==> src/rtl/dmem_arb_pkg.sv <==
// dmem_arb_pkg: port-select constants, response tag layout and default starvation limit for dmem_arbiter
package dmem_arb_pkg;
  localparam logic PORT_CPU = 1'b0;
  localparam logic PORT_AUX = 1'b1;
  localparam int STARVE_LIMIT_DEF = 4;
  typedef struct packed {
    logic port;
    logic is_read;
  } rsp_tag_t;
endpackage

==> src/rtl/dmem_arbiter_if.sv <==
// dmem_arbiter_if: cpu/aux request+response ports and RAM port; slave = arbiter side, master = requester/RAM side
interface dmem_arbiter_if #(
  parameter int ADDR_WIDTH = 12,
  parameter int DATA_WIDTH = 32
);
  logic                  cpu_valid, cpu_ready, cpu_we, cpu_rsp_valid;
  logic [ADDR_WIDTH-1:0] cpu_addr;
  logic [DATA_WIDTH-1:0] cpu_wdata, cpu_rdata;
  logic                  aux_valid, aux_ready, aux_we, aux_rsp_valid;
  logic [ADDR_WIDTH-1:0] aux_addr;
  logic [DATA_WIDTH-1:0] aux_wdata, aux_rdata;
  logic                  ram_wEn;
  logic [ADDR_WIDTH-1:0] ram_addr;
  logic [DATA_WIDTH-1:0] ram_dataIn, ram_dataOut;
  modport slave (
    input  cpu_valid, cpu_we, cpu_addr, cpu_wdata,
    input  aux_valid, aux_we, aux_addr, aux_wdata,
    input  ram_dataOut,
    output cpu_ready, cpu_rsp_valid, cpu_rdata,
    output aux_ready, aux_rsp_valid, aux_rdata,
    output ram_wEn, ram_addr, ram_dataIn
  );
  modport master (
    output cpu_valid, cpu_we, cpu_addr, cpu_wdata,
    output aux_valid, aux_we, aux_addr, aux_wdata,
    output ram_dataOut,
    input  cpu_ready, cpu_rsp_valid, cpu_rdata,
    input  aux_ready, aux_rsp_valid, aux_rdata,
    input  ram_wEn, ram_addr, ram_dataIn
  );
endinterface

==> src/rtl/arb_starve_counter.sv <==
// arb_starve_counter: saturating 4-bit aux-denial counter; ports clk_i, rst_ni, inc_i, clr_i (wins over inc), at_limit_o = cnt >= LIMIT
module arb_starve_counter #(
  parameter int LIMIT = 4
) (
  input  logic clk_i,
  input  logic rst_ni,
  input  logic inc_i,
  input  logic clr_i,
  output logic at_limit_o
);
  logic [3:0] cnt_q, cnt_d;
  always_comb begin
    cnt_d = clr_i ? 4'd0 : (inc_i && cnt_q != 4'hF) ? cnt_q + 4'd1 : cnt_q;
    at_limit_o = cnt_q >= 4'(LIMIT);
  end
  always_ff @(posedge clk_i or negedge rst_ni)
    if (!rst_ni) cnt_q <= 4'd0;
    else cnt_q <= cnt_d;
endmodule

==> src/rtl/dmem_arbiter.sv <==
// dmem_arbiter: cpu-priority RAM arbiter with aux starvation guard and 1-cycle response; ports clk_i, rst_ni (async, low), bus (dmem_arbiter_if.slave)
module dmem_arbiter
  import dmem_arb_pkg::*;
#(
  parameter int ADDR_WIDTH   = 12,
  parameter int DATA_WIDTH   = 32,
  parameter int STARVE_LIMIT = STARVE_LIMIT_DEF
) (
  input logic           clk_i,
  input logic           rst_ni,
  dmem_arbiter_if.slave bus
);
  logic                  at_limit, aux_win, cpu_win, grant;
  logic [ADDR_WIDTH-1:0] addr_q, addr_d;
  logic [DATA_WIDTH-1:0] wdata_q, wdata_d;
  logic                  rsp_vld_q, rsp_vld_d;
  rsp_tag_t              tag_q, tag_d;
  arb_starve_counter #(.LIMIT(STARVE_LIMIT)) u_starve (
    .clk_i,
    .rst_ni,
    .inc_i     (bus.aux_valid && cpu_win),
    .clr_i     (aux_win || !bus.aux_valid),
    .at_limit_o(at_limit)
  );
  // Grants are gated by rst_ni so no request is accepted while reset is held.
  always_comb begin
    aux_win = rst_ni && bus.aux_valid && (!bus.cpu_valid || at_limit);
    cpu_win = rst_ni && bus.cpu_valid && !aux_win;
    grant = aux_win || cpu_win;
    addr_d = !grant ? addr_q : aux_win ? bus.aux_addr : bus.cpu_addr;
    wdata_d = !grant ? wdata_q : aux_win ? bus.aux_wdata : bus.cpu_wdata;
    rsp_vld_d = grant;
    tag_d = '{port: aux_win ? PORT_AUX : PORT_CPU, is_read: aux_win ? !bus.aux_we : !bus.cpu_we};
    bus.cpu_ready = cpu_win;
    bus.aux_ready = aux_win;
    bus.ram_wEn = grant && (aux_win ? bus.aux_we : bus.cpu_we);
    bus.ram_addr = addr_d;
    bus.ram_dataIn = wdata_d;
    bus.cpu_rsp_valid = rsp_vld_q && tag_q.port == PORT_CPU;
    bus.aux_rsp_valid = rsp_vld_q && tag_q.port == PORT_AUX;
    bus.cpu_rdata = bus.cpu_rsp_valid && tag_q.is_read ? bus.ram_dataOut : '0;
    bus.aux_rdata = bus.aux_rsp_valid && tag_q.is_read ? bus.ram_dataOut : '0;
  end
  always_ff @(posedge clk_i or negedge rst_ni)
    if (!rst_ni) begin
      addr_q <= '0;
      wdata_q <= '0;
      rsp_vld_q <= 1'b0;
      tag_q <= '0;
    end else begin
      addr_q <= addr_d;
      wdata_q <= wdata_d;
      rsp_vld_q <= rsp_vld_d;
      tag_q <= tag_d;
    end
endmodule
==> src/flat_wrapper.sv <==
// flat-port wrapper written by rule: the top's interface ports become plain ports
module dmem_arbiter_flat import dmem_arb_pkg::*;
#(
  parameter int ADDR_WIDTH   = 12,
  parameter int DATA_WIDTH   = 32,
  parameter int STARVE_LIMIT = STARVE_LIMIT_DEF
)
  (clk_i, rst_ni, bus_cpu_valid, bus_cpu_we, bus_cpu_addr, bus_cpu_wdata, bus_aux_valid, bus_aux_we, bus_aux_addr, bus_aux_wdata, bus_ram_dataOut, bus_cpu_ready, bus_cpu_rsp_valid, bus_cpu_rdata, bus_aux_ready, bus_aux_rsp_valid, bus_aux_rdata, bus_ram_wEn, bus_ram_addr, bus_ram_dataIn);
  dmem_arbiter_if #(.ADDR_WIDTH(ADDR_WIDTH), .DATA_WIDTH(DATA_WIDTH)) bus_i ();
  input logic clk_i;
  input logic rst_ni;
  input wire logic [$bits(bus_i.cpu_valid)-1:0] bus_cpu_valid;
  input wire logic [$bits(bus_i.cpu_we)-1:0] bus_cpu_we;
  input wire logic [$bits(bus_i.cpu_addr)-1:0] bus_cpu_addr;
  input wire logic [$bits(bus_i.cpu_wdata)-1:0] bus_cpu_wdata;
  input wire logic [$bits(bus_i.aux_valid)-1:0] bus_aux_valid;
  input wire logic [$bits(bus_i.aux_we)-1:0] bus_aux_we;
  input wire logic [$bits(bus_i.aux_addr)-1:0] bus_aux_addr;
  input wire logic [$bits(bus_i.aux_wdata)-1:0] bus_aux_wdata;
  input wire logic [$bits(bus_i.ram_dataOut)-1:0] bus_ram_dataOut;
  output wire logic [$bits(bus_i.cpu_ready)-1:0] bus_cpu_ready;
  output wire logic [$bits(bus_i.cpu_rsp_valid)-1:0] bus_cpu_rsp_valid;
  output wire logic [$bits(bus_i.cpu_rdata)-1:0] bus_cpu_rdata;
  output wire logic [$bits(bus_i.aux_ready)-1:0] bus_aux_ready;
  output wire logic [$bits(bus_i.aux_rsp_valid)-1:0] bus_aux_rsp_valid;
  output wire logic [$bits(bus_i.aux_rdata)-1:0] bus_aux_rdata;
  output wire logic [$bits(bus_i.ram_wEn)-1:0] bus_ram_wEn;
  output wire logic [$bits(bus_i.ram_addr)-1:0] bus_ram_addr;
  output wire logic [$bits(bus_i.ram_dataIn)-1:0] bus_ram_dataIn;
  assign bus_i.cpu_valid = bus_cpu_valid;
  assign bus_i.cpu_we = bus_cpu_we;
  assign bus_i.cpu_addr = bus_cpu_addr;
  assign bus_i.cpu_wdata = bus_cpu_wdata;
  assign bus_i.aux_valid = bus_aux_valid;
  assign bus_i.aux_we = bus_aux_we;
  assign bus_i.aux_addr = bus_aux_addr;
  assign bus_i.aux_wdata = bus_aux_wdata;
  assign bus_i.ram_dataOut = bus_ram_dataOut;
  assign bus_cpu_ready = bus_i.cpu_ready;
  assign bus_cpu_rsp_valid = bus_i.cpu_rsp_valid;
  assign bus_cpu_rdata = bus_i.cpu_rdata;
  assign bus_aux_ready = bus_i.aux_ready;
  assign bus_aux_rsp_valid = bus_i.aux_rsp_valid;
  assign bus_aux_rdata = bus_i.aux_rdata;
  assign bus_ram_wEn = bus_i.ram_wEn;
  assign bus_ram_addr = bus_i.ram_addr;
  assign bus_ram_dataIn = bus_i.ram_dataIn;
  dmem_arbiter #(.ADDR_WIDTH(ADDR_WIDTH), .DATA_WIDTH(DATA_WIDTH), .STARVE_LIMIT(STARVE_LIMIT)) u_core (.clk_i(clk_i), .rst_ni(rst_ni), .bus(bus_i));
endmodule
==> config.mk <==
export PLATFORM = sky130hd
export DESIGN_NAME = dmem_arbiter_flat
export DESIGN_NICKNAME = d
export VERILOG_FILES = /design/src/rtl/dmem_arb_pkg.sv /design/src/rtl/dmem_arbiter_if.sv /design/src/rtl/arb_starve_counter.sv /design/src/rtl/dmem_arbiter.sv /design/src/flat_wrapper.sv
export SDC_FILE = /design/constraint.sdc
export NUM_CORES = 1
export LEC_CHECK = 0
export CORE_MARGIN = 2
export CORE_UTILIZATION = 32
export DETAILED_ROUTE_END_ITERATION = 7
export GPL_ROUTABILITY_DRIVEN = 0
export PLACE_DENSITY = 0.78
export REMOVE_ABC_BUFFERS = 1
export SLEW_MARGIN = 30
export SYNTH_ARGS = -nofsm -noshare
export SYNTH_HDL_FRONTEND = slang
export SYNTH_HIERARCHICAL = 1
export SYNTH_SLANG_ARGS = --single-unit
==> constraint.sdc <==
create_clock -name clk_i -period 2.2 [get_ports clk_i]
set_clock_uncertainty 0.05 [all_clocks]
set_input_delay 0.44 -clock clk_i [delete_from_list [all_inputs] [get_ports clk_i]]
set_output_delay 0.44 -clock clk_i [all_outputs]
set_load 0.1 [all_outputs]
==> summary.md <==
| Metric | Value |
|---|---|
| Area Growth Syn to Fin | 152% |
| CP Launch Point | u_core/u_starve/cnt_q[3] |
| Ys Warns | 6 |
| Initial antenna violation count | 3 |
| IO Count | 239 |
| Critical path startpoint category | register |
| # DRC | 0 |
| Final nets | 669 |
| First-pass iteration count of the detailed router | 4 |
| Vias in the first global route | 3,444 |
| Multiplexer share of the synthesized area | 0.894% |
| Die Y | 97.5 um |
| Slew Viols, Final | 0 |
| Main combinational cell family by area after synthesis | simple AND/OR/NAND/NOR gates |
| Number of DRC markers in iteration 0 | 123 |
| Reg2Reg Depth | 7 |
| Clock Tree Root | clkbuf_8 |
| Post-DRT Antenna Nets | 0 |
| Tot GR Track Use | 25.8% |
| Post-Synth Simple-Gate Area | 29.9% |
| Worst setup path endpoint | bus_ram_dataIn[2] |
| Sequential element share of the synthesized area | 45.6% |
| Worst Setup End Kind | output pin |
| Hold Fails Final Rpt | 0 |
| Rows | 34 |
| Reg2reg setup slack | 0.23 ns |
| CP max FO | 6 |
| Status | finished, violations left |
| Drt wl/cell | 20.3 um |
| Pin count of the biggest net entering global routing | 47 |
| Worst slew margin | 60.0% |
| Post-layout minimum cycle time | 2.60 ns |
| Synthesized cell area | 2800 sq um |
| Total number of vias | 3,269 |
| Worst-Skew Late Latency | 0.30 ns |
| HPWL after DPL | 9.93 mm |
| RSZ-0062 raised after global routing | true |
| Reg-to-reg endpoint | u_core/wdata_q[27] |
| DR vias/cell | 5.00 |
| Share of layout cells above drive strength 1 | 36.6% |
| Complex-gate fraction of the synthesized area | 17.9% |
| Die W | 97.5 um |
| CTS tree | built |
| Power density cells | 638 nW/um^2 |
| Critical path required time | 1.71 ns |
| Total gr overflow | 0 |
| Post-Syn Instances | 257 |
| Clk sink count | 51 |
| FMAX | 385 MHz |
| Slew @ Worst Pin | 0.600 ns |
| Final setup viols | 46 |
| Post-route cell area | 7050 sq um |
| WL final | 13.3 mm |
| Reg clk slew, reported paths | 0.10 ns |
| Die Footprint | 9510 sq um |
| H-Tree Level Count | 2 |
| Global-route wire length before repair | 19.1 mm |
| IO buf count | 238 |
| LEAKAGE | 0.00303 uW |
| Yosys cell types | 30 |
| Tcrit/Tclk final | 118% |
| Core footprint | 8590 sq um |
| TritonCTS Buffers | 5 |
| R2r startpoint | u_core/u_starve/cnt_q[3] |
| Setup ws final | -0.400 ns |
| Buffers from clock root to sink, at most | 2 |
| Place WS | -0.408 ns |
| Arrival @ worst endpoint | 2.11 ns |
| Setup CP Type | register to output pin |
| Adder-cell share of the synthesized area | 0.447% |
| Hold Crit Class | input pin to async pin |
| Placed cell areas | 6490 sq um |
| Xor/xnor share of the synthesized area | 0% |
| Mean Syn Cell Area | 10.9 sq um |
| Initial Util | 32.6% |
| Max VDD drop | 0.000481 V |
| Yosys reg bits | 51 |
| Failing checks | setup timing |
| Max-Cap Viols | 0 |
[critical path, stage by stage (launching register included)]
cell,delay [ns]
dfrtp_1,0.40
or2_4,0.26
nand2b_4,0.15
a31oi_4,0.25
buf_6,0.18
clkbuf_16,0.15
a221o_1,0.22
buf_12,0.20
[cell usage after synthesis, drive strengths merged]
| cell | count | area share (%) |
|---|---|---|
| a21oi | 3 | 0.54 |
| and2 | 110 | 25 |
| inv | 1 | 0.13 |
| a31oi | 1 | 0.76 |
| nor2b | 3 | 0.94 |
| nor2 | 4 | 0.80 |
| mux2i | 1 | 0.36 |
| buf | 13 | 4.3 |
| mux2 | 1 | 0.54 |
| and2b | 1 | 0.27 |
| nand4 | 2 | 0.45 |
| o21ai | 4 | 0.85 |
| ha | 1 | 0.45 |
| and3 | 2 | 0.63 |
| and4b | 1 | 0.40 |
| dfrtp | 51 | 46 |
| or2 | 2 | 0.45 |
| nor3 | 1 | 0.18 |
| clkbuf | 6 | 0.80 |
| a221o | 44 | 16 |
| nand2b | 3 | 0.67 |
| nand2 | 2 | 0.27 |
[flip-flops by register name (all words and copies together), names as in the netlist]
register,flops
u_core/addr_q,12
u_core/rsp_vld_q,1
u_core/tag_q,2
u_core/u_starve/cnt_q,4
u_core/wdata_q,32
[stage by stage]
step	instances	hold slack (ns)	total power [uW]	utilization [%]	setup TNS [ns]
6_report	654	0.110	4500	82.1	-15.61
5_1_grt	654	0.111	4630	82.1	-18.61
4_1_cts	630	0.110	4420	79.7	-14.69
3_5_place_dp	603	0.420	3540	75.5	-14.91
3_3_place_gp	603	0.425	3510	75.5	-13.55
2_1_floorplan	238	0.0944	2470	-	-111.80
[final cells by class]
| type | count | area (sq um) |
|---|---|---|
| diodes | 3 | 7.51 |
| well taps | 108 | 135 |
| clock inverters | 3 | 71.3 |
| flip-flops and latches | 51 | 1280 |
| repair buffers | 297 | 4090 |
| clock buffers | 5 | 68.8 |
| inverters | 1 | 3.75 |
| fillers | 474 | 1540 |
| multi-input cells | 186 | 1400 |
[layer usage]
| metal | global-route usage [%] | up-vias | part of all wire (%) |
|---|---|---|---|
| met5 | 0 | - | 0 |
| met4 | 8.33 | 0 | 2.5 |
| met3 | 5.76 | 20 | 6.3 |
| met2 | 49.2 | 195 | 55 |
| met1 | 28.1 | 1570 | 36 |
| li1 | - | 1484 | - |
[report_power, final]
| part | total (uW) | switching, uW | internal, uW |
|---|---|---|---|
| Sequential | 1090 | 35.8 | 1050 |
| Combinational | 2600 | 1550 | 1050 |
| Clock | 810 | 348 | 462 |
| Total | 4500 | 1940 | 2560 |
[worst min-delay path by stage]
stage	from	end	depth (start not counted)
CTS	rst_ni	u_core/tag_q[0]	2
finish	rst_ni	u_core/wdata_q[17]	2
detailed placement	rst_ni	u_core/tag_q[0]	2
global placement	rst_ni	u_core/addr_q[8]	2
floorplan	rst_ni	u_core/addr_q[0]	0
global route	rst_ni	u_core/wdata_q[17]	2
[logic make-up (layout without fill, tap and decap cells)]
family | Yosys count | count (layout)
AO/OA/AOI/OAI | 52 | 52
adder cells (fa/ha/maj) | 1 | 1
AND/OR/NAND/NOR | 131 | 131
other | 0 | 3
multiplexers | 2 | 2
buffers and inverters | 20 | 306
flip-flops | 51 | 51
[repair_timing]
| item | in CTS | in global routing |
|---|---|---|
| gates cloned | 2 | 4 |
| setup endpoints to repair | 47 | 46 |
| gates resized for setup | 13 | 3 |
| hold buffers | 0 | 0 |
| pin swaps | 24 | 38 |
| setup buffers | 17 | 19 |
[cell usage in the layout (no fill, tap or decap), types with 2 or more instances in the layout]
master           netlist  layout
o21ai_0                3       2
and2_0                38      38
nor2_1                 3       3
dlygate4sd2_1          0       2
clkdlybuf4s50_1        0     122
nand2_1                2       2
clkbuf_8               0       5
nand4_1                2       2
and2_2                 6       6
and2_1                66      66
buf_12                 0     117
buf_4                  0      46
a21oi_1                3       2
nor2b_1                2       2
bufinv_16              0       2
a221o_1               44      44
buf_6                  9       5
diode_2                0       3
nand2b_1               3       2
dfrtp_1               51      51
clkbuf_16              0       3
No activity file was read; power rests on OpenSTA's default activity.
